===== config.mk =====
export PLATFORM = sky130hd
export DESIGN_NAME = mod_mul_stream
export DESIGN_NICKNAME = d
export VERILOG_FILES = /design/src/rtl/mod_arith_pkg.sv /design/src/rtl/mod_dbl_add_step.sv /design/src/rtl/mod_mul_stream.sv
export SDC_FILE = /design/constraint.sdc
export NUM_CORES = 2
export LEC_CHECK = 0
export BUFFER_PORTS_ARGS = -buffer_cell sky130_fd_sc_hd__buf_4
export CORE_MARGIN = 5
export CORE_UTILIZATION = 45
export CTS_CLUSTER_DIAMETER = 50
export DETAILED_ROUTE_END_ITERATION = 8
export GPL_TIMING_DRIVEN = 0
export HOLD_SLACK_MARGIN = 0.12
export PLACE_DENSITY = 0.7
export RECOVER_POWER = 100
export SLEW_MARGIN = 25
export SYNTH_ARGS = -nofsm -noshare
export SYNTH_HDL_FRONTEND = slang
export SYNTH_HIERARCHICAL = 1
export SYNTH_SLANG_ARGS = --single-unit
export TNS_END_PERCENT = 50

===== constraint.sdc =====
create_clock -name clk -period 15 [get_ports clk]
set_clock_uncertainty 0.05 [all_clocks]
set_input_delay 4.5 -clock clk [delete_from_list [all_inputs] [get_ports clk]]
set_output_delay 4.5 -clock clk [all_outputs]
set_load 0.02 [all_outputs]

===== src/rtl/mod_arith_pkg.sv =====
// Shared encodings and helpers for the runtime-modulus arithmetic unit.
package mod_arith_pkg;

    typedef enum logic [1:0] {
        OP_MUL = 2'b00,
        OP_ADD = 2'b01,
        OP_SUB = 2'b10,
        OP_RSV = 2'b11
    } op_e;

    typedef enum logic [1:0] {
        IDLE = 2'b00,
        RUN  = 2'b01,
        DONE = 2'b10
    } state_e;

    // Largest multiplier-bit count per cycle the step chain supports.
    localparam int unsigned BPC_MAX = 4;

    function automatic logic bpc_legal(input int unsigned bpc);
        return (bpc == 1) || (bpc == 2) || (bpc == BPC_MAX);
    endfunction

endpackage


===== src/rtl/mod_dbl_add_step.sv =====
// One double-and-add step: res = (2*acc + b_bit*a) mod p, given acc < p and a < p.
module mod_dbl_add_step
    import mod_arith_pkg::*;
#(
    parameter int unsigned WIDTH = 128
) (
    input  logic [WIDTH-1:0] acc,
    input  logic [WIDTH-1:0] a,
    input  logic [WIDTH-1:0] p,
    input  logic             b_bit,
    output logic [WIDTH-1:0] res
);

    localparam int unsigned XW = WIDTH + 2;

    logic [XW-1:0] p_x;
    logic [XW-1:0] t0;
    logic [XW-1:0] t1;

    // Intermediate is below 3p, so two conditional subtractions suffice.
    always_comb begin
        p_x = {2'b00, p};
        t0  = {1'b0, acc, 1'b0} + (b_bit ? {2'b00, a} : XW'(0));
        t1  = (t0 >= p_x) ? (t0 - p_x) : t0;
        res = WIDTH'((t1 >= p_x) ? (t1 - p_x) : t1);
    end

endmodule


===== src/rtl/mod_mul_stream.sv =====
// Streaming modular MUL/ADD/SUB with a per-request modulus, tag pass-through and range checking.
module mod_mul_stream
    import mod_arith_pkg::*;
#(
    parameter int unsigned WIDTH = 128,
    parameter int unsigned BPC   = 1,
    parameter int unsigned TAG_W = 4
) (
    input  logic             clk,
    input  logic             reset,
    input  logic             in_valid,
    output logic             in_ready,
    input  logic [1:0]       in_op,
    input  logic [WIDTH-1:0] in_a,
    input  logic [WIDTH-1:0] in_b,
    input  logic [WIDTH-1:0] in_mod,
    input  logic [TAG_W-1:0] in_tag,
    output logic             out_valid,
    input  logic             out_ready,
    output logic [WIDTH-1:0] out_r,
    output logic [TAG_W-1:0] out_tag,
    output logic             out_err,
    output logic             busy
);

    localparam int unsigned N_MUL = WIDTH / BPC;
    localparam int unsigned CNT_W = $clog2(N_MUL) + 1;

    if (!bpc_legal(BPC) || (WIDTH % BPC) != 0) begin : g_bad_bpc
        $error("mod_mul_stream: BPC must be 1, 2 or 4 and divide WIDTH");
    end

    state_e           state;
    op_e              op_q;
    logic [WIDTH-1:0] a_q;
    logic [WIDTH-1:0] b_q;
    logic [WIDTH-1:0] p_q;
    logic [WIDTH-1:0] acc_q;
    logic [TAG_W-1:0] tag_q;
    logic             err_q;
    logic [CNT_W-1:0] cnt_q;

    logic             accept;
    logic             in_err;
    logic [BPC:0][WIDTH-1:0] chain;
    logic [WIDTH:0]   sum_w;
    logic [WIDTH:0]   diff_w;
    logic [WIDTH-1:0] addsub;

    assign in_ready = (state == IDLE) || ((state == DONE) && out_ready);
    assign accept   = in_valid && in_ready;
    assign in_err   = (in_mod < WIDTH'(2)) || (in_a >= in_mod) || (in_b >= in_mod)
                    || (in_op == OP_RSV);

    // BPC double-and-add steps per cycle, consuming b MSB-first.
    assign chain[0] = acc_q;
    for (genvar i = 0; i < BPC; i++) begin : g_step
        mod_dbl_add_step #(.WIDTH(WIDTH)) u_step (
            .acc   (chain[i]),
            .a     (a_q),
            .p     (p_q),
            .b_bit (b_q[WIDTH-1-i]),
            .res   (chain[i+1])
        );
    end

    // Single-cycle modular add/subtract on the latched operands.
    always_comb begin
        sum_w = {1'b0, a_q} + {1'b0, b_q};
        if (sum_w >= {1'b0, p_q}) begin
            sum_w = sum_w - {1'b0, p_q};
        end
        diff_w = {1'b0, a_q} - {1'b0, b_q};
        if (a_q < b_q) begin
            diff_w = diff_w + {1'b0, p_q};
        end
        addsub = (op_q == OP_ADD) ? WIDTH'(sum_w) : WIDTH'(diff_w);
    end

    always_ff @(posedge clk) begin
        if (reset) begin
            state     <= IDLE;
            op_q      <= OP_MUL;
            a_q       <= '0;
            b_q       <= '0;
            p_q       <= '0;
            acc_q     <= '0;
            tag_q     <= '0;
            err_q     <= 1'b0;
            cnt_q     <= '0;
            out_valid <= 1'b0;
            out_r     <= '0;
            out_tag   <= '0;
            out_err   <= 1'b0;
            busy      <= 1'b0;
        end else begin
            case (state)
                IDLE, DONE: begin
                    if (accept) begin
                        // Errored requests still spend one RUN cycle so they share ADD/SUB timing.
                        state     <= RUN;
                        op_q      <= op_e'(in_op);
                        a_q       <= in_a;
                        b_q       <= in_b;
                        p_q       <= in_mod;
                        acc_q     <= '0;
                        tag_q     <= in_tag;
                        err_q     <= in_err;
                        cnt_q     <= (!in_err && in_op == OP_MUL) ? CNT_W'(N_MUL - 1) : '0;
                        out_valid <= 1'b0;
                        busy      <= 1'b1;
                    end else if (state == DONE && out_ready) begin
                        state     <= IDLE;
                        out_valid <= 1'b0;
                        busy      <= 1'b0;
                    end
                end
                RUN: begin
                    acc_q <= chain[BPC];
                    b_q   <= b_q << BPC;
                    if (cnt_q == '0) begin
                        state     <= DONE;
                        out_valid <= 1'b1;
                        out_tag   <= tag_q;
                        out_err   <= err_q;
                        if (err_q) begin
                            out_r <= '0;
                        end else if (op_q == OP_MUL) begin
                            out_r <= chain[BPC];
                        end else begin
                            out_r <= addsub;
                        end
                    end else begin
                        cnt_q <= cnt_q - CNT_W'(1);
                    end
                end
                default: begin
                    state     <= IDLE;
                    out_valid <= 1'b0;
                    busy      <= 1'b0;
                end
            endcase
        end
    end

endmodule

==> out/qor.log <==
INFO  logic_synthesis synth.net_count=15546
INFO  clock_network  clock_sinks=663
INFO  floorplanning  fp.dieArea=219600squm
INFO  logic_synthesis yosys.cell_types.count=101
INFO  place          global_placement_routability_congestion=1.178
INFO  clock_network  cts_root_buffer=clkbuf_16
INFO  sta            finalCriticalPeriod=14.97ns
INFO  global_routing gr_busiest_metal=met1
INFO  place          port_buffers=528
INFO  clock_network  clock_tree.htree_level_count=3
INFO  logic_synthesis yosys_warnings=6
INFO  logic_synthesis synth_fa_ha_area_share=15.38%
INFO  final_layout   fillerInstances=22261
INFO  sta            slew_headroom=-50.66%
INFO  routing        vias=115452
INFO  final_layout   postLayoutCellArea=105800squm
INFO  clock_network  cts-root-to-sink-buffers=3
INFO  floorplanning  boundaryPins=530
INFO  worst_setup_path timing.critical_path.slowest_stage_cell=and2_1
INFO  logic_synthesis yosys_most_used_dff=dfxtp_1
INFO  sta            max_clock_freq=0.06681GHz
INFO  logic_synthesis synth_seq_cells=663
INFO  worst_setup_path critPathRequiredTime=15.64ns
INFO  global_routing gr-usage-met3=24.58%
INFO  floorplanning  die_h=468.6um
INFO  global_routing via_count_of_the_first_global_routing_pass=102087
INFO  logic_synthesis netlist_area=94630squm
INFO  routing        total_wirelength_of_the_detailed_routed_design=556400um
INFO  logic_synthesis combinational_family_with_the_most_area_after_synthesis=compound AO/OA/AOI/OAI gates
INFO  logic_synthesis synth-compound-area-share=32.16%
INFO  global_routing grt_use_total=47.78%
INFO  sta            slew_violations=50
INFO  logic_synthesis post-synth-top-area-cell=ha_1
INFO  logic_synthesis syn-instance-count=13993
INFO  place          dp_worst_setup_slack=-2.149ns
INFO  clock_network  cts_made_buffers=93
INFO  sta            setup_tns=0ns
INFO  global_routing grt.met2_usage=59.95%
INFO  routing        post_drt_via_cell_ratio=6.573
INFO  sta            tightest_slew=2.260ns
INFO  final_layout   layout-drive-gt1-share=6.623%
INFO  final_layout   commonest_cells_after_routing_fill_and_taps_aside=a21oi_1 (2060), nand2_1 (1870), ha_1 (1151), o21ai_0 (943), nor2_1 (878)
INFO  global_routing antenna_found_initial=31
INFO  logic_synthesis post_synth_mux_area_share=1.720%
INFO  clock_network  worst_setup_hold_path_clk_slew=0.07ns
INFO  logic_synthesis synth_xor_area_share=7.932%
INFO  floorplanning  number_of_standard_cell_rows_in_the_floorplan=168
INFO  run_status     failed_checks=design-rule violations, max-capacitance violations, max-slew violations
INFO  routing        drt-pass1-iter-count=9
INFO  sta            layout_setup_ws=0.03124ns
INFO  run            max_cap_viol_count=5
INFO  global_routing grt_overflow=0
INFO  worst_setup_path setup_cp_type=flip-flop to flip-flop
INFO  clock_network  clock_tree_from_tritoncts=built
INFO  routing        drc_errors=3
INFO  floorplanning  core_area=209400squm
INFO  routing        wl_per_cell=31.68um
INFO  worst_setup_path critical_path.n_buffers_inverters=12
INFO  final_layout   syn_to_final_growth=11.81%
INFO  run_status     run_status=finished with violations
INFO  min_path       holdCritPathClass=flip-flop to flip-flop
INFO  floorplanning  die_w=468.6um
INFO  floorplanning  start_util=45.20%
INFO  clock_network  worstSkewPairLatency=0.78ns
INFO  worst_setup_path crit_path_end_kind=flip-flop
INFO  worst_setup_path crit_fanout=10
INFO  logic_synthesis synth-edff-count=0
INFO  worst_setup_path cp_slowest_stage_delay=0.60ns
INFO  worst_setup_path critical_path.startpoint_type=flip-flop
INFO  worst_setup_path path_delay_family=compound AO/OA/AOI/OAI gates
INFO  final_layout   mostFrequentLayoutCell=a21oi_1
INFO  sta            timing.final.hold_violations=0
INFO  sta            post-route-period-util=99.79%
INFO  logic_synthesis fraction_of_synthesis_flops_using_an_asynchronous_set_or_reset_pin=0%
INFO  place          hpwl=478900um
INFO  logic_synthesis yosys-top-cells-area=ha_1 (15%), dfxtp_1 (14%), a21oi_1 (11%)
INFO  final_layout   nNetsFinal=16199
INFO  routing        drt_first_iter_violations=18444
INFO  clock_network  cts_hold_repair_buffers=0
INFO  logic_synthesis synth_top_area_share=15.23%
INFO  worst_setup_path worst-endpoint-arrival=15.61ns
INFO  global_routing globalRouteMet1Util=64.69%
INFO  global_routing grt_first_pass_wirelength=754400um
INFO  logic_synthesis seq_area_frac_synth=14.03%
INFO  routing        route.antenna.remaining_nets=0
INFO  place          placement.cell_area=102700squm
INFO  logic_synthesis synth.avg_cell_area=6.763squm
INFO  logic_synthesis fraction_of_the_mapped_netlist_area_in_simple_logic_gates=21.94%
INFO  global_routing grt_max_degree=15
INFO  sta            setup_violations=0
-- sequential cells by signal, indices dropped and copies added, names as in the netlist --
name / flops
b_q: 128
out_valid: 1
err_q: 1
out_r: 128
acc_q: 128
state: 1
a_q: 128
busy: 1
op_q: 2
out_err: 1
tag_q: 4
p_q: 128
cnt_q: 8
out_tag: 4
-- routing by layer --
metal  vias to the layer above  wire (um)
li1                      51684          -
met1                     54625     225800
met2                      7969     196400
met3                      1156      96490
met4                        18      37310
met5                         -        337
-- final timing paths --
path	cells past startpoint	to	slack [ns]	startpoint
setup / recovery	54	out_r[115]$_SDFFE_PP0P_	0.03	b_q[127]$_SDFFE_PP0P_
hold / removal	2	out_r[98]$_SDFFE_PP0P_	0.40	out_r[98]$_SDFFE_PP0P_
setup reg to reg	54	out_r[115]$_SDFFE_PP0P_	0.03	b_q[127]$_SDFFE_PP0P_
hold reg to reg	2	out_r[98]$_SDFFE_PP0P_	0.40	out_r[98]$_SDFFE_PP0P_
-- tightest hold or removal path, delay by kind of cell (launching register included) --
| family | cells | cell delay (ns) |
|---|---|---|
| DFF | 1 | 0.31 |
| and+or+nand+nor | 2 | 0.10 |
-- cell usage after synthesis (25+ instances only) --
library cell and count:
a21o_1 468, and3_1 57, nand4_1 393, a22oi_1 150, mux2i_1 40, inv_1 847
o21ai_0 968, a21boi_0 51, buf_2 44, a221oi_1 36, or2_2 40, nor4_1 167
nand3_1 316, o211ai_1 136, and2_1 175, a31oi_1 102, o221ai_1 49, a21oi_1 2066
o21bai_1 260, o21a_1 123, nor2b_1 128, clkbuf_1 724, o22ai_1 30, xnor2_1 600
a211o_1 34, or3_1 49, buf_1 42, dfxtp_1 663, o31ai_1 119, nand2_1 1870
nand2b_1 122, xor2_1 257, ha_1 1152, o31a_1 25, mux2_2 88, nor3_1 175
a211oi_1 111, nor2_1 882
-- cells by family after synthesis --
kind of cell,after synthesis
AOI/OAI and AO/OA,4999
and+or+nand+nor,4480
buffers and inverters,1686
adders and majority gates,1159
xor gates and xnor gates,857
DFF,663
muxes,149
-- what timing repair did --
item | CTS | global route
endpoints found under the setup margin | 256 | 211
hold endpoints to repair | 0 | 0
gates resized for setup | 40 | 89
pin swaps | 3 | 5
setup buffers | 3 | 5
-- cell type report --
type                            instances  area (sq um)  share of cell area [%]
Antenna cell                           37         92.59                 0.08751
Buffer                                828          3317                   3.135
Sequential cell                       663         13270                   12.54
Inverter                              857          3217                   3.040
Clock inverter                         66         874.6                  0.8266
Clock buffer                          105          2432                   2.299
Tap cell                             2805          3510                   3.317
Multi-Input combinational cell      11644         75330                   71.19
Timing Repair Buffer                  559          3767                   3.561
-- through the flow --
stage	util [%]	hold slack (ns)	std cells
final	50.54	0.3976	17564
after global routing	50.51	0.4176	17537
after CTS	50.69	0.3934	17522
after detailed placement	49.04	0.3881	17348
after global placement	48.77	0.3798	17326
after floorplan	-	0.3821	13993
Power is left out: the tool's default activity adds up to more than one toggle a clock period on the data nets, which glitch-free logic cannot reach.
